<file path="config.mk">
export PLATFORM = sky130hd
export DESIGN_NAME = centroid_divider
export DESIGN_NICKNAME = d
export VERILOG_FILES = /design/src/rtl/centroid_pkg.sv /design/src/rtl/seq_divider.sv /design/src/rtl/centroid_divider.sv
export SDC_FILE = /design/constraint.sdc
export NUM_CORES = 1
export LEC_CHECK = 0
export ABC_AREA = 0
export BUFFER_PORTS_ARGS = -buffer_cell sky130_fd_sc_hd__buf_2
export CAP_MARGIN = 40
export CORE_ASPECT_RATIO = 0.9
export CORE_MARGIN = 10
export CORE_UTILIZATION = 30
export DETAILED_ROUTE_END_ITERATION = 12
export GPL_ROUTABILITY_DRIVEN = 0
export REMOVE_ABC_BUFFERS = 1
export SYNTH_ARGS = -nofsm -noshare
export SYNTH_HDL_FRONTEND = slang
export SYNTH_HIERARCHICAL = 1
export SYNTH_SLANG_ARGS = --single-unit
</file>
<file path="constraint.sdc">
create_clock -name clk -period 6.5 [get_ports clk]
set_input_delay 0.65 -clock clk [delete_from_list [all_inputs] [get_ports clk]]
set_output_delay 0.65 -clock clk [all_outputs]
set_load 0.005 [all_outputs]
</file>
<file path="src/rtl/centroid_pkg.sv">
// Shared widths, FSM state encoding and output saturation for the centroid divider.
// Pure declarations; no logic, no latency.
package centroid_pkg;

  localparam int DEF_SUM_W   = 32;
  localparam int DEF_CNT_W   = 20;
  localparam int DEF_COORD_W = 16;

  typedef enum logic [1:0] {
    IDLE,
    DIV_X,
    DIV_Y,
    DONE
  } state_e;

  // Clamp a full-width quotient into one coordinate field.
  function automatic logic [DEF_COORD_W-1:0] sat(input logic [DEF_SUM_W:0] q);
    if (|q[DEF_SUM_W:DEF_COORD_W]) sat = '1;
    else                           sat = q[DEF_COORD_W-1:0];
  endfunction

endpackage

</file>
<file path="src/rtl/seq_divider.sv">
// Restoring divider, one quotient bit per cycle; done pulses SUM_W+1 cycles after load.
// No backpressure: a new load restarts the division immediately.
module seq_divider
  import centroid_pkg::*;
#(
  parameter int SUM_W = DEF_SUM_W,
  parameter int CNT_W = DEF_CNT_W
) (
  input  logic             clk,
  input  logic             reset_n,
  input  logic             load,
  input  logic [SUM_W:0]   numerator,
  input  logic [CNT_W-1:0] denominator,
  output logic [SUM_W:0]   quotient,
  output logic             done
);

  localparam int N  = SUM_W + 1;
  localparam int CW = $clog2(N + 1);

  logic [SUM_W:0]   quo_q, quo_d;
  logic [CNT_W-1:0] rem_q, rem_d;
  logic [CNT_W-1:0] den_q;
  logic [CW-1:0]    cnt_q;
  logic [CNT_W:0]   trial;
  logic             fits;

  // quo_q doubles as the numerator shift register: dividend bits leave the top
  // while quotient bits enter the bottom.
  always_comb begin
    trial = {rem_q, quo_q[SUM_W]};
    fits  = (trial >= {1'b0, den_q});
    rem_d = fits ? CNT_W'(trial - {1'b0, den_q}) : trial[CNT_W-1:0];
    quo_d = {quo_q[SUM_W-1:0], fits};
  end

  always_ff @(posedge clk) begin
    if (!reset_n) begin
      quo_q <= '0;
      rem_q <= '0;
      den_q <= '0;
      cnt_q <= '0;
    end else if (load) begin
      quo_q <= numerator;
      rem_q <= '0;
      den_q <= denominator;
      cnt_q <= CW'(N);
    end else if (cnt_q != '0) begin
      quo_q <= quo_d;
      rem_q <= rem_d;
      cnt_q <= cnt_q - CW'(1);
    end
  end

  // The final bit is presented combinationally so the caller can reload in the same cycle.
  assign done     = (cnt_q == CW'(1));
  assign quotient = quo_d;

endmodule

</file>
<file path="src/rtl/centroid_divider.sv">
// Per-frame rounded centroid (sum/count) for x then y through one shared divider; result 2*(SUM_W+1)+1 cycles after start.
// start is dropped while busy; coord/found hold between one-cycle coord_valid pulses.
module centroid_divider
  import centroid_pkg::*;
#(
  parameter int SUM_W   = DEF_SUM_W,
  parameter int CNT_W   = DEF_CNT_W,
  parameter int COORD_W = DEF_COORD_W
) (
  input  logic                 clk,
  input  logic                 reset_n,
  input  logic                 start,
  input  logic [SUM_W-1:0]     x_sum,
  input  logic [SUM_W-1:0]     y_sum,
  input  logic [CNT_W-1:0]     count,
  output logic                 busy,
  output logic [2*COORD_W-1:0] coord,
  output logic                 coord_valid,
  output logic                 found
);

  state_e               state_q, state_d;
  logic [SUM_W:0]       ynum_q, ynum_d;
  logic [CNT_W-1:0]     count_q, count_d;
  logic [SUM_W:0]       qx_q, qx_d;
  logic [2*COORD_W-1:0] coord_q, coord_d;
  logic                 found_q, found_d;
  logic                 valid_q, valid_d;

  logic                 div_load, div_done;
  logic [SUM_W:0]       div_num, div_q;
  logic [CNT_W-1:0]     div_den;
  logic [SUM_W:0]       x_num, y_num;

  // Adding count/2 before the divide gives round-half-up; the extra bit absorbs the carry.
  assign x_num = {1'b0, x_sum} + (SUM_W+1)'(count >> 1);
  assign y_num = {1'b0, y_sum} + (SUM_W+1)'(count >> 1);

  seq_divider #(.SUM_W(SUM_W), .CNT_W(CNT_W)) u_div (
    .clk         (clk),
    .reset_n     (reset_n),
    .load        (div_load),
    .numerator   (div_num),
    .denominator (div_den),
    .quotient    (div_q),
    .done        (div_done)
  );

  always_comb begin
    state_d  = state_q;
    ynum_d   = ynum_q;
    count_d  = count_q;
    qx_d     = qx_q;
    coord_d  = coord_q;
    found_d  = found_q;
    valid_d  = 1'b0;
    div_load = 1'b0;
    div_num  = x_num;
    div_den  = count;
    case (state_q)
      // DONE accepts a new frame exactly like IDLE so back-to-back frames lose no cycle.
      IDLE, DONE: begin
        state_d = IDLE;
        if (start) begin
          if (count != '0) begin
            div_load = 1'b1;
            ynum_d   = y_num;
            count_d  = count;
            state_d  = DIV_X;
          end else begin
            found_d = 1'b0;
            valid_d = 1'b1;
            state_d = DONE;
          end
        end
      end
      DIV_X: begin
        if (div_done) begin
          qx_d     = div_q;
          div_load = 1'b1;
          div_num  = ynum_q;
          div_den  = count_q;
          state_d  = DIV_Y;
        end
      end
      DIV_Y: begin
        if (div_done) begin
          coord_d = {sat(qx_q), sat(div_q)};
          found_d = 1'b1;
          valid_d = 1'b1;
          state_d = DONE;
        end
      end
      default: state_d = IDLE;
    endcase
  end

  always_ff @(posedge clk) begin
    if (!reset_n) begin
      state_q <= IDLE;
      ynum_q  <= '0;
      count_q <= '0;
      qx_q    <= '0;
      coord_q <= '0;
      found_q <= 1'b0;
      valid_q <= 1'b0;
    end else begin
      state_q <= state_d;
      ynum_q  <= ynum_d;
      count_q <= count_d;
      qx_q    <= qx_d;
      coord_q <= coord_d;
      found_q <= found_d;
      valid_q <= valid_d;
    end
  end

  assign busy        = (state_q == DIV_X) || (state_q == DIV_Y);
  assign coord       = coord_q;
  assign found       = found_q;
  assign coord_valid = valid_q;

endmodule

</file>
* Yosys cells after proc, flatten, opt, wreduce, memory -nomap -nowiden *
Index checks and enable logic that the tools add are counted.

operators by class
  $add $sub $neg = 4
  reduce and logical (&&, ||, !) cells = 15
  bitwise logic cells = 1
  magnitude comparators = 1
  multiplexer cells = 27
  eq/ne operators = 8

operator list
  kind                                              count
  two-way mux 33 bit                                4
  adder 32 x 19 -> 33 bit                           2
  two-way mux 20 bit                                3
  OR reduction 17 bit                               2
  two-way mux 16 bit                                2
  greater-or-equal comparator 21 x 20 -> 1 bit      1
  nonzero test 20 bit                               1
  subtractor 20 bit                                 1
  two-way mux 6 bit                                 2
  two-way mux 1 bit                                 8
  two-way mux 2 bit                                 4
  inequality test 2 bit, second input constant      4
  == test 6 x 1 -> 1 bit, second input constant     1
  case mux 1 bit (2 select lines)                   3
  case mux 2 bit (3 select lines)                   1
  AND reduction 2 bit                               3
  nonzero test 6 bit                                1
  subtractor 6 x 1 -> 6 bit, second input constant  1
  == test 2 bit, second input constant              2
  AND reduction 4 bit                               1
  nonzero test 2 bit                                2
  OR reduction 2 bit                                2
  AND reduction 3 bit                               1
  == test 2 x 1 -> 1 bit, second input constant     1
  other kinds (3)                                   3

storage, ports and cells
  input port bits = 87
  word-level logic and storage cells = 68
  register bits after elaboration = 201
  output and inout bits = 35

* Logic depth before layout (Yosys ltp) *
Gate-level depths: netlist of the first run.

  depth in word-level cells = 5
  mapped depth = 12
  gate-level depth less buffers = 11

* Hierarchy *
The synthesis of the first run kept the hierarchy.

by module, submodules not included
  module            cells each  area each (um^2)  instances  seq. area each (um^2)
  centroid_divider  995         7534.7            1          2442.3
  seq_divider       613         4808.4            1          1581.5

* Worst setup path after synthesis of the first run *
No wires, ideal clock.

  kind = input -> register
  start = in count[0]
  end = reg u_div.quo_q[10]
  data required time = 6385 ps
  setup slack = 3477 ps
  stages = 10
  data arrival time = 2908 ps
  library setup time = 115 ps
  buffers on the path = 5
  cells stage by stage = or4_1 o311ai_2 buf_2 buf_2 a21oi_1 clkbuf_1 clkbuf_1 clkbuf_1 a21oi_1 nor2b_1

on the way
  word-level cells in the longest chain between the ends = 5
  elaborated cells between the ends (all ways) = 6
  classes of those cells = 4 x mux; 2 x reduce/logical

RTL lines
  item                                                             line                    source
  from (decl)                                                      centroid_divider.sv:15  input logic [CNT_W-1:0] count,
  nonzero test 20 bit *                                            centroid_divider.sv:65  if (count != '0) begin
  two-way mux 1 bit *                                              centroid_divider.sv:65
  two-way mux 1 bit *                                              centroid_divider.sv:64  if (start) begin
  case mux 1 bit (2 select lines) *                                centroid_divider.sv:60  case (state_q)
  named net div_load                                               centroid_divider.sv:30  logic div_load, div_done;
  two-way mux 33 bit / nonzero test 2 bit (equally long branches)  n/a
  to (signal assigned)                                             seq_divider.sv:44       quo_q <= numerator;
  to (signal assigned)                                             seq_divider.sv:49       quo_q <= quo_d;
  to (decl)                                                        seq_divider.sv:21       logic [SUM_W:0] quo_q, quo_d;

The timed path passes the listed nets; every way through them passes the cells marked *.
A chain may end at the register's enable or synchronous reset.

* Final worst setup path of the first run *
  start = reg u_div.cnt_q[4]
  end = reg u_div.quo_q[10]

on the way
  word-level cells in the longest chain between the ends = 4
  elaborated cells between the ends (all ways) = 8
  classes of those cells = 1 x eq/ne; 5 x mux; 2 x reduce/logical

RTL lines
  item                    line                    source
  from (decl)             seq_divider.sv:24       logic [CW-1:0] cnt_q;
  from (signal assigned)  seq_divider.sv:47       cnt_q <= CW'(N);
  from (signal assigned)  seq_divider.sv:51       cnt_q <= cnt_q - CW'(1);
  == test 6 x 1 -> 1 bit  seq_divider.sv:56       assign done = (cnt_q == CW'(1));
  named net div_done      centroid_divider.sv:30
  two-way mux 33 bit      centroid_divider.sv:78  if (div_done) begin
  two-way mux 33 bit      centroid_divider.sv:60
  named net div_num[10]   centroid_divider.sv:31  logic [SUM_W:0] div_num, div_q;
  two-way mux 33 bit      seq_divider.sv:43       end else if (load) begin

The timed path passes the listed nets, and every way through them passes these cells.

==> results of run 1 <==
cell type report:
class / instances / area, µm²
inverter: 43 / 161.4
clock buffer: 32 / 701.9
multi-input combinational: 1240 / 7572
sequential: 201 / 4024
timing repair buffer: 139 / 800.8
fill: 4256 / 26570
antenna: 2 / 5.005
tap: 540 / 675.6
clock inverter: 12 / 123.9
worst min-delay path by stage:
stage                                      start                 endpoint  cells after the start
after floorplan            qx_q[20]$_SDFFE_PN0P_    qx_q[20]$_SDFFE_PN0P_                      2
after CTS                               count[0]  count_q[0]$_SDFFE_PN0P_                      3
final                                   count[0]  count_q[0]$_SDFFE_PN0P_                      3
after global placement     qx_q[19]$_SDFFE_PN0P_    qx_q[19]$_SDFFE_PN0P_                      2
after global routing                    count[0]  count_q[0]$_SDFFE_PN0P_                      3
after detailed placement  ynum_q[5]$_SDFFE_PN0P_   ynum_q[5]$_SDFFE_PN0P_                      2
sequential cells by signal (all words and copies together), names as in the netlist:
signal / cells
u_div/quo_q: 33
ynum_q: 33
u_div/rem_q: 20
coord_valid: 1
u_div/den_q: 20
state_q: 2
count_q: 20
u_div/cnt_q: 6
qx_q: 33
found: 1
coord: 32
cell usage in the layout, fill, tap and decap left out, types with 4 or more instances in the layout:
cell type                   instances
sky130_fd_sc_hd__nand2_1          323
sky130_fd_sc_hd__inv_1             41
sky130_fd_sc_hd__clkbuf_8           5
sky130_fd_sc_hd__o221a_2           32
sky130_fd_sc_hd__o21ai_0           69
sky130_fd_sc_hd__o21a_1            13
sky130_fd_sc_hd__dfxtp_1          201
sky130_fd_sc_hd__a21oi_1          209
sky130_fd_sc_hd__nor2b_1           56
sky130_fd_sc_hd__and3_1            13
sky130_fd_sc_hd__o31ai_1            4
sky130_fd_sc_hd__clkbuf_16         25
sky130_fd_sc_hd__nand2b_1           5
sky130_fd_sc_hd__o211ai_1          12
sky130_fd_sc_hd__or4_1              7
sky130_fd_sc_hd__xor2_1            16
sky130_fd_sc_hd__buf_2            121
sky130_fd_sc_hd__a21o_1            27
sky130_fd_sc_hd__nor2_1            81
sky130_fd_sc_hd__nand3b_1           4
sky130_fd_sc_hd__buf_4             13
sky130_fd_sc_hd__a211oi_1          24
sky130_fd_sc_hd__clkinv_2           6
sky130_fd_sc_hd__xnor2_1           34
sky130_fd_sc_hd__a211o_1            4
sky130_fd_sc_hd__nand3_1           44
sky130_fd_sc_hd__nor4b_1            4
sky130_fd_sc_hd__a31oi_1           14
sky130_fd_sc_hd__o21bai_1           8
sky130_fd_sc_hd__nand4_1           14
sky130_fd_sc_hd__mux2i_1           27
sky130_fd_sc_hd__nor3_1            29
sky130_fd_sc_hd__nor4_1            14
sky130_fd_sc_hd__and2_1             8
sky130_fd_sc_hd__ha_1              64
sky130_fd_sc_hd__or3_1             11
cells by family (layout without fill, tap and decap cells):
| logic type | count (synthesis) | count (layout) |
|---|---|---|
| other cells | 0 | 2 |
| flops | 201 | 201 |
| compound gates | 457 | 457 |
| fa+ha+maj | 67 | 67 |
| mux | 29 | 29 |
| buf+inv | 167 | 226 |
| simple gates | 637 | 637 |
| xor+xnor | 50 | 50 |
metal layers:
metal  up-vias  global-route usage
li1       5744                   -
met1      5402              0.2116
met2       314              0.2268
met3        58             0.02119
met4         0             0.04890
met5         -                   0
synthesized netlist by cell type (5+ instances only):
cell type,n,area (µm²)
sky130_fd_sc_hd__or4_1,7,52.55
sky130_fd_sc_hd__a211oi_1,24,180.2
sky130_fd_sc_hd__o21a_1,13,97.59
sky130_fd_sc_hd__nor3_1,29,145.1
sky130_fd_sc_hd__a31oi_1,14,87.58
sky130_fd_sc_hd__or3_1,11,68.82
sky130_fd_sc_hd__nand2_1,325,1220
sky130_fd_sc_hd__o221a_2,32,360.4
sky130_fd_sc_hd__and2_1,9,56.30
sky130_fd_sc_hd__mux2i_1,27,270.3
sky130_fd_sc_hd__o211ai_1,12,90.09
sky130_fd_sc_hd__o21bai_1,8,60.06
sky130_fd_sc_hd__xnor2_1,34,297.8
sky130_fd_sc_hd__dfxtp_1,201,4024
sky130_fd_sc_hd__inv_1,41,153.9
sky130_fd_sc_hd__nand2b_1,5,31.28
sky130_fd_sc_hd__nand3_1,44,220.2
sky130_fd_sc_hd__buf_4,35,262.8
sky130_fd_sc_hd__nor2_1,81,304.0
sky130_fd_sc_hd__nor4_1,14,87.58
sky130_fd_sc_hd__nor2b_1,56,350.3
sky130_fd_sc_hd__xor2_1,16,140.1
sky130_fd_sc_hd__clkbuf_1,73,274.0
sky130_fd_sc_hd__buf_1,7,26.28
sky130_fd_sc_hd__nand4_1,14,87.58
sky130_fd_sc_hd__o21ai_0,69,345.3
sky130_fd_sc_hd__buf_2,8,40.04
sky130_fd_sc_hd__and3_1,13,81.33
sky130_fd_sc_hd__ha_1,64,800.8
sky130_fd_sc_hd__a21o_1,27,202.7
sky130_fd_sc_hd__a21oi_1,210,1051
metrics by stage:
| step | hold slack, ns | area (µm²) | setup WS [ns] | total power [W] | setup TNS (ns) |
|---|---|---|---|---|---|
| 3_5_place_dp | 0.4454 | 13230 | 2.999 | 0.004230 | 0 |
| 2_1_floorplan | 0.4308 | 11730 | -1.779 | 0.003505 | -100.96 |
| 3_3_place_gp | 0.4397 | 13120 | 3.029 | 0.004112 | 0 |
| 5_1_grt | 0.4053 | 14060 | 3.067 | 0.006031 | 0 |
| 4_1_cts | 0.3807 | 14060 | 3.314 | 0.005645 | 0 |
| 6_report | 0.4057 | 14060 | 3.320 | 0.005629 | 0 |
power by group:
group | switching (W) | internal [W]
logic | 0.00154 | 0.00101
clock network | 0.000556 | 0.000840
registers | 0.000197 | 0.00148
total | 0.00230 | 0.00333
tightest hold or removal path, delay by kind of cell:
kind                   cells  cell delay [ns]
buffers and inverters      1             0.12
and+or+nand+nor            1             0.06
AOI/OAI and AO/OA          1             0.05
==> impl_summary.log, run 1 <==
INFO  metric crit_arrival = 3.59 ns
INFO  metric tightest_slew = 0.7650 ns
INFO  metric worst_path_cell_chain = nor4_1 -> and2_1 -> and2_2 -> buf_4 -> o21ai_0 -> a21oi_1 -> nor2b_1
INFO  metric timing.max_cap.violations = 0
INFO  metric rr_endpoint = u_div/quo_q[10]$_SDFFE_PN0P_
INFO  metric grt_start_max_net_pins = 71
INFO  metric boundary_pins = 122
INFO  metric met2WireLength = roughly 17 mm
INFO  metric die_w = 233.8 µm
INFO  metric outcome = completed
INFO  metric synthXorXnorAreaFrac = 0.03548
INFO  metric worst-r2r-cell-count = 7
INFO  metric cellLeakagePower = 5.648 nW
INFO  metric gr-usage-all-layers = 0.1492
INFO  metric worstSkewPairLatency = 0.53 ns
INFO  metric grt_remaining_overflow = 0
INFO  metric dieArea = 49670 µm²
INFO  metric cpLargestDelayFamily = simple AND/OR/NAND/NOR gates
INFO  metric hold_buffers = 0
INFO  metric slowest_stage = sky130_fd_sc_hd__buf_4
INFO  metric numCtsBuffers = 24
INFO  metric final_util = 0.3461
INFO  metric synth.lib_cells_used.distinct = 81
INFO  metric hp-class = in -> reg
INFO  metric routed_wl = 38.52 mm
INFO  metric avgViaCountPerCell = between 5 and 6
INFO  metric setup.worst_path.start_class = flop
INFO  metric post_cts.repair.setup_buffers = 0
INFO  metric tritoncts_num_sinks = about 200
INFO  metric worst-endpoint-required = 6.91 ns
INFO  metric sum_of_buffers_and_inverters_on_the_critical_path = 1
INFO  metric timing.clock.skew = 0.01126 ns
INFO  metric final-instance-count-excl-fill = 2209
INFO  metric synth_sequential_area_ratio = 0.3260
INFO  metric cp-endpoint = u_div/quo_q[10]$_SDFFE_PN0P_
INFO  metric synth_top_flop_cell = sky130_fd_sc_hd__dfxtp_1
INFO  metric rsz0062_at_grt = false
INFO  metric layout.nets = 1803
INFO  metric power_per_cell_area = 400.3 nW/µm²
INFO  metric ys_warn_count = 6
INFO  metric worstSetupEndpointType = flop
INFO  metric async_sr_flop_fraction = 0
INFO  metric global_route_wire_length_before_repair = 60.29 mm
INFO  metric ys_seq_elements = 201
INFO  metric initial_core_util = 0.3037
INFO  metric final.period_utilization = 0.4892
INFO  metric vias = around 12000
INFO  metric period_minus_slack = roughly 3.2 ns
INFO  metric combined_area_of_all_synthesized_cells = 12340 µm²
INFO  metric syn2layout_area_growth = 13.95%
INFO  metric cts-htree-levels = 1
INFO  metric maxSlewViolCount = 0
INFO  metric count_of_cells_resized_by_post_cts_repair = 0
INFO  metric synth_edf_count = 0
INFO  metric ir_worst_vdd = 0.3345 mV
INFO  metric synth-simple-area-share = 0.2403
INFO  metric place_inst = 2163
INFO  metric firstDrtPassIters = 7
INFO  metric report.final.setup_viol = 0
INFO  metric syn_inst = 1608
INFO  metric hpwlAfterDp = 28.04 mm
INFO  metric worst_setup_path_startpoint = u_div/cnt_q[4]$_SDFFE_PP0N_
INFO  metric regToRegSetupSlack = 3.32 ns
INFO  metric drt-met1-wl = around 19 mm
INFO  metric cts_max_path_buffers = 3
INFO  metric critPathMaxFanout = 68
INFO  metric critical_path_depth = 7
INFO  metric synthMuxAreaShare = 0.02372
INFO  metric wl_per_cell = 17.44 µm
INFO  metric root_buffer = sky130_fd_sc_hd__clkbuf_16
INFO  metric antenna_found_initial = 3
INFO  metric synth.avg_cell_area = ~7.7 µm²
INFO  metric max_slew_margin = 0.4900
INFO  metric synth_compound_area_frac = 0.2419
INFO  metric route.detailed.drc = 0
INFO  metric max_freq = 314.5 MHz
INFO  metric grt_pass1_vias = 10650
INFO  metric final_hold_violations = 0
INFO  metric detailed_route_wirelength_on_metal3 = 2.189 mm
INFO  metric cts.reportedPaths.clkPinSlew = 0.06 ns
INFO  metric placementRows = 70
INFO  metric drt_first_iter_violations = between 900 and 1000
INFO  metric drive_above_1_share = 0.1488
INFO  metric placeableCoreArea = between 40000 and 50000 µm²
INFO  metric top_layer = met4
INFO  metric floorplan.die.height = approximately 210 µm
INFO  metric synth_top_family_by_area = compound AO/OA/AOI/OAI gates
INFO  metric synthAdderAreaFrac = 0.06974
INFO  metric regToRegStartpoint = u_div/cnt_q[4]$_SDFFE_PP0N_
INFO  metric tritoncts = built
INFO  metric max_stage_delay = 0.69 ns
INFO  metric drt.antenna.violating_nets = 0
INFO  metric type_of_the_worst_setup_path = reg -> reg
INFO  metric numPortBuffers = 121
Note: power is estimated with default switching activity, not from simulation.
==> run 2: changes to the inputs <==
clock period = 2.8 ns   (was 6.5 ns; I/O delays follow)
==> impl_summary.log, run 2 (synthesized netlist as in run 1, its figures left out) <==
INFO  metric routed_wl = 38.96 mm (+1.1%)
INFO  metric share_comb_of_total_power = 0.460 (+0.006)
INFO  metric hp-class = in -> reg
INFO  metric worst-r2r-cell-count = 12 (+5)
INFO  metric crit_arrival = 3.07 ns (-0.52 ns)
INFO  metric final_common_cell = sky130_fd_sc_hd__nand2_1
INFO  metric firstDrtPassIters = 5 (-2)
INFO  metric grt_start_max_net_pins = 77 (+8.5%)
INFO  metric switching_fraction = 0.4046 (-0.003305)
INFO  metric design_power_total = 0.01326 W (+140%)
INFO  metric syn2layout_area_growth = 17.14%
INFO  metric drt_first_iter_violations = 1048 (+13%)
INFO  metric cts_max_path_buffers = 3 (unchanged)
INFO  metric drive_above_1_share = 0.1731 (+0.02431)
INFO  metric share_clk_of_total_power = 0.247 (about the same)
INFO  metric slowest_stage = sky130_fd_sc_hd__dfxtp_1
INFO  metric max_slew_margin = 0.5485 (+0.05847)
INFO  metric floorplan.die.height = 212.4 µm (unchanged)
INFO  metric placeableCoreArea = 40640 µm² (unchanged)
INFO  metric power_per_cell_area = 917.4 nW/µm² (+130%)
INFO  metric grt_remaining_overflow = 0 (unchanged)
INFO  metric global_route_wire_length_before_repair = 61.64 mm (+2.3%)
INFO  metric worstHoldPathCells = 3 (unchanged)
INFO  metric numPortBuffers = 121 (unchanged)
INFO  metric vias = 11720 (+1.7%)
INFO  metric critical_path_depth = 12 (+5)
INFO  metric tritoncts_num_sinks = 201 (unchanged)
INFO  metric grt_pass1_vias = 11120 (+4.5%)
INFO  metric route.detailed.drc = 0 (unchanged)
INFO  metric fill_cells = 4282 (+0.61%)
INFO  metric final_hold_violations = 0 (unchanged)
INFO  metric tightest_slew = 0.6732 ns (-0.09176 ns)
INFO  metric critPathMaxFanout = 5 (-93%)
INFO  metric power_frac_seq = 0.293 (-0.005)
INFO  metric max_stage_delay = 0.32 ns (-0.37 ns)
INFO  metric worst-endpoint-required = 3.21 ns (-3.70 ns)
INFO  metric root_buffer = sky130_fd_sc_hd__clkbuf_16
INFO  metric maxSlewViolCount = 0 (unchanged)
INFO  metric sum_of_buffers_and_inverters_on_the_critical_path = 2 (+1)
INFO  metric layout_top_registers = qx_q: 33 flops, u_div/quo_q: 33 flops, ynum_q: 33 flops
INFO  metric setup.worst_path.start_class = flop
INFO  metric switching_power = 0.005367 W (+130%)
INFO  metric final.period_utilization = 0.9502 (+0.4609)
INFO  metric report.final.setup_viol = 0 (unchanged)
INFO  metric timing.clock.skew = 0.02028 ns (+0.009017 ns)
INFO  metric worstSkewPairLatency = 0.52 ns (about the same)
INFO  metric numCtsBuffers = 24 (unchanged)
INFO  metric cts-htree-levels = 1 (unchanged)
INFO  metric wl_per_cell = 17.25 µm (-1.1%)
INFO  metric max_freq = 375.9 MHz (+20%)
INFO  metric internal_power = 0.007897 W (+140%)
INFO  metric tritoncts = built
INFO  metric period_minus_slack = 2.661 ns (-0.5196 ns)
INFO  metric regToRegSetupSlack = 0.14 ns (-3.18 ns)
INFO  metric die_w = 233.8 µm (unchanged)
INFO  metric cpLargestDelayFamily = compound AO/OA/AOI/OAI gates
INFO  metric outcome = completed
INFO  metric worst_path_cell_chain = inv_1 -> ha_1 -> fa_1 -> nor2b_4 -> o31a_1 -> o41ai_4 -> buf_4 -> o211ai_2 -> a221oi_2 -> xnor2_1 -> mux2i_1 -> a21oi_1
INFO  metric ir_worst_vdd = 0.9107 mV (+170%)
INFO  metric hpwlAfterDp = 29.03 mm (+3.5%)
INFO  metric layout.cells.most_common_list = sky130_fd_sc_hd__nand2_1, sky130_fd_sc_hd__a21oi_1, sky130_fd_sc_hd__dfxtp_1, sky130_fd_sc_hd__buf_2, sky130_fd_sc_hd__nor2_1
INFO  metric cts.reportedPaths.clkPinSlew = 0.06 ns (about the same)
INFO  metric avgViaCountPerCell = 5.189 (-0.49%)
INFO  metric gr-usage-all-layers = 0.1520 (+0.002828)
INFO  metric dieArea = 49670 µm² (unchanged)
INFO  metric layout.nets = 1852 (+2.7%)
INFO  metric initial_core_util = 0.3037 (unchanged)
INFO  metric holdWs = 0.02460 ns (-0.3811 ns)
INFO  metric antenna_found_initial = 4 (+1)
INFO  metric placementRows = 70 (unchanged)
INFO  metric setup_tns = 0 ns (unchanged)
INFO  metric drt.antenna.violating_nets = 0 (unchanged)
INFO  metric type_of_the_worst_setup_path = reg -> reg
INFO  metric boundary_pins = 122 (unchanged)
INFO  metric worstSetupEndpointType = flop
INFO  metric cellLeakagePower = 5.884 nW (+4.2%)
INFO  metric timing.max_cap.violations = 0 (unchanged)
INFO  metric rsz0062_at_grt = true
## run 2: changes by cell type in the layout (fill, tap and decap cells not counted), moves of 2 or more
cell,change
sky130_fd_sc_hd__buf_4,+49
sky130_fd_sc_hd__buf_12,+5
sky130_fd_sc_hd__buf_16,-2
sky130_fd_sc_hd__buf_6,-2
sky130_fd_sc_hd__clkbuf_8,-2
## run 2: per-layer routing
metal / vias to the layer above / track usage / wire length (µm)
met3: 62 / 0.01986 / 2181
met4: 0 / 0.05090 / 1155
met1: 5472 / 0.2099 / 18450
li1: 5837 / - / -
met2: 345 / 0.2390 / 17180
met5: - / 0 / 0
## run 2: cell type report
class	instances	area [µm²]	share of cell area
antenna	2	5.005	0.0003461
clock buffer	31	678.2	0.04690
clock inverter	13	152.6	0.01056
inverter	43	161.4	0.01116
multi-input combinational	1240	7576	0.5240
sequential	201	4024	0.2783
tap	540	675.6	0.04673
timing repair buffer	188	1186	0.08204
## run 2: stage by stage
step	setup slack, ns	std cells	util	instance area (µm²)
2_1_floorplan	-5.109	1484	-	11730
3_3_place_gp	-0.2386	2211	0.3349	13610
3_5_place_dp	-0.2547	2211	0.3349	13610
4_1_cts	0.1586	2255	0.3554	14440
5_1_grt	-0.01068	2256	0.3557	14450
6_report	0.1395	2258	0.3558	14460
## run 2: power groups by stage
stage / Sequential [W] / Clock [W] / Combinational, W
after global placement: 0.00392 / 0 / 0.00588
after global routing: 0.00397 / 0.00346 / 0.00678
after floorplan: 0.00384 / 0 / 0.00436
after CTS: 0.00389 / 0.00333 / 0.00602
final: 0.00389 / 0.00327 / 0.00610
after detailed placement: 0.00395 / 0 / 0.00596
## run 2: path summary, 6_finish.rpt
path | start | to
max | u_div/quo_q[32]$_SDFFE_PN0P_ | u_div/rem_q[16]$_SDFFE_PP0N_
min | count[0] | count_q[0]$_SDFFE_PN0P_
max reg2reg | u_div/quo_q[32]$_SDFFE_PN0P_ | u_div/rem_q[16]$_SDFFE_PP0N_
min reg2reg | qx_q[20]$_SDFFE_PN0P_ | qx_q[20]$_SDFFE_PN0P_
## run 2: worst min-delay path, stage by stage
cell and delay, ns:
sky130_fd_sc_hd__buf_2 0.11, sky130_fd_sc_hd__nand2_1 0.05, sky130_fd_sc_hd__a21oi_1 0.05
## run 2: repair_timing
action                                  CTS  global route
endpoints found under the hold margin     0             0
buffers inserted                          0             1
endpoints found under the setup margin    0             3
gates resized for setup                   0             2
hold buffers                              0             0
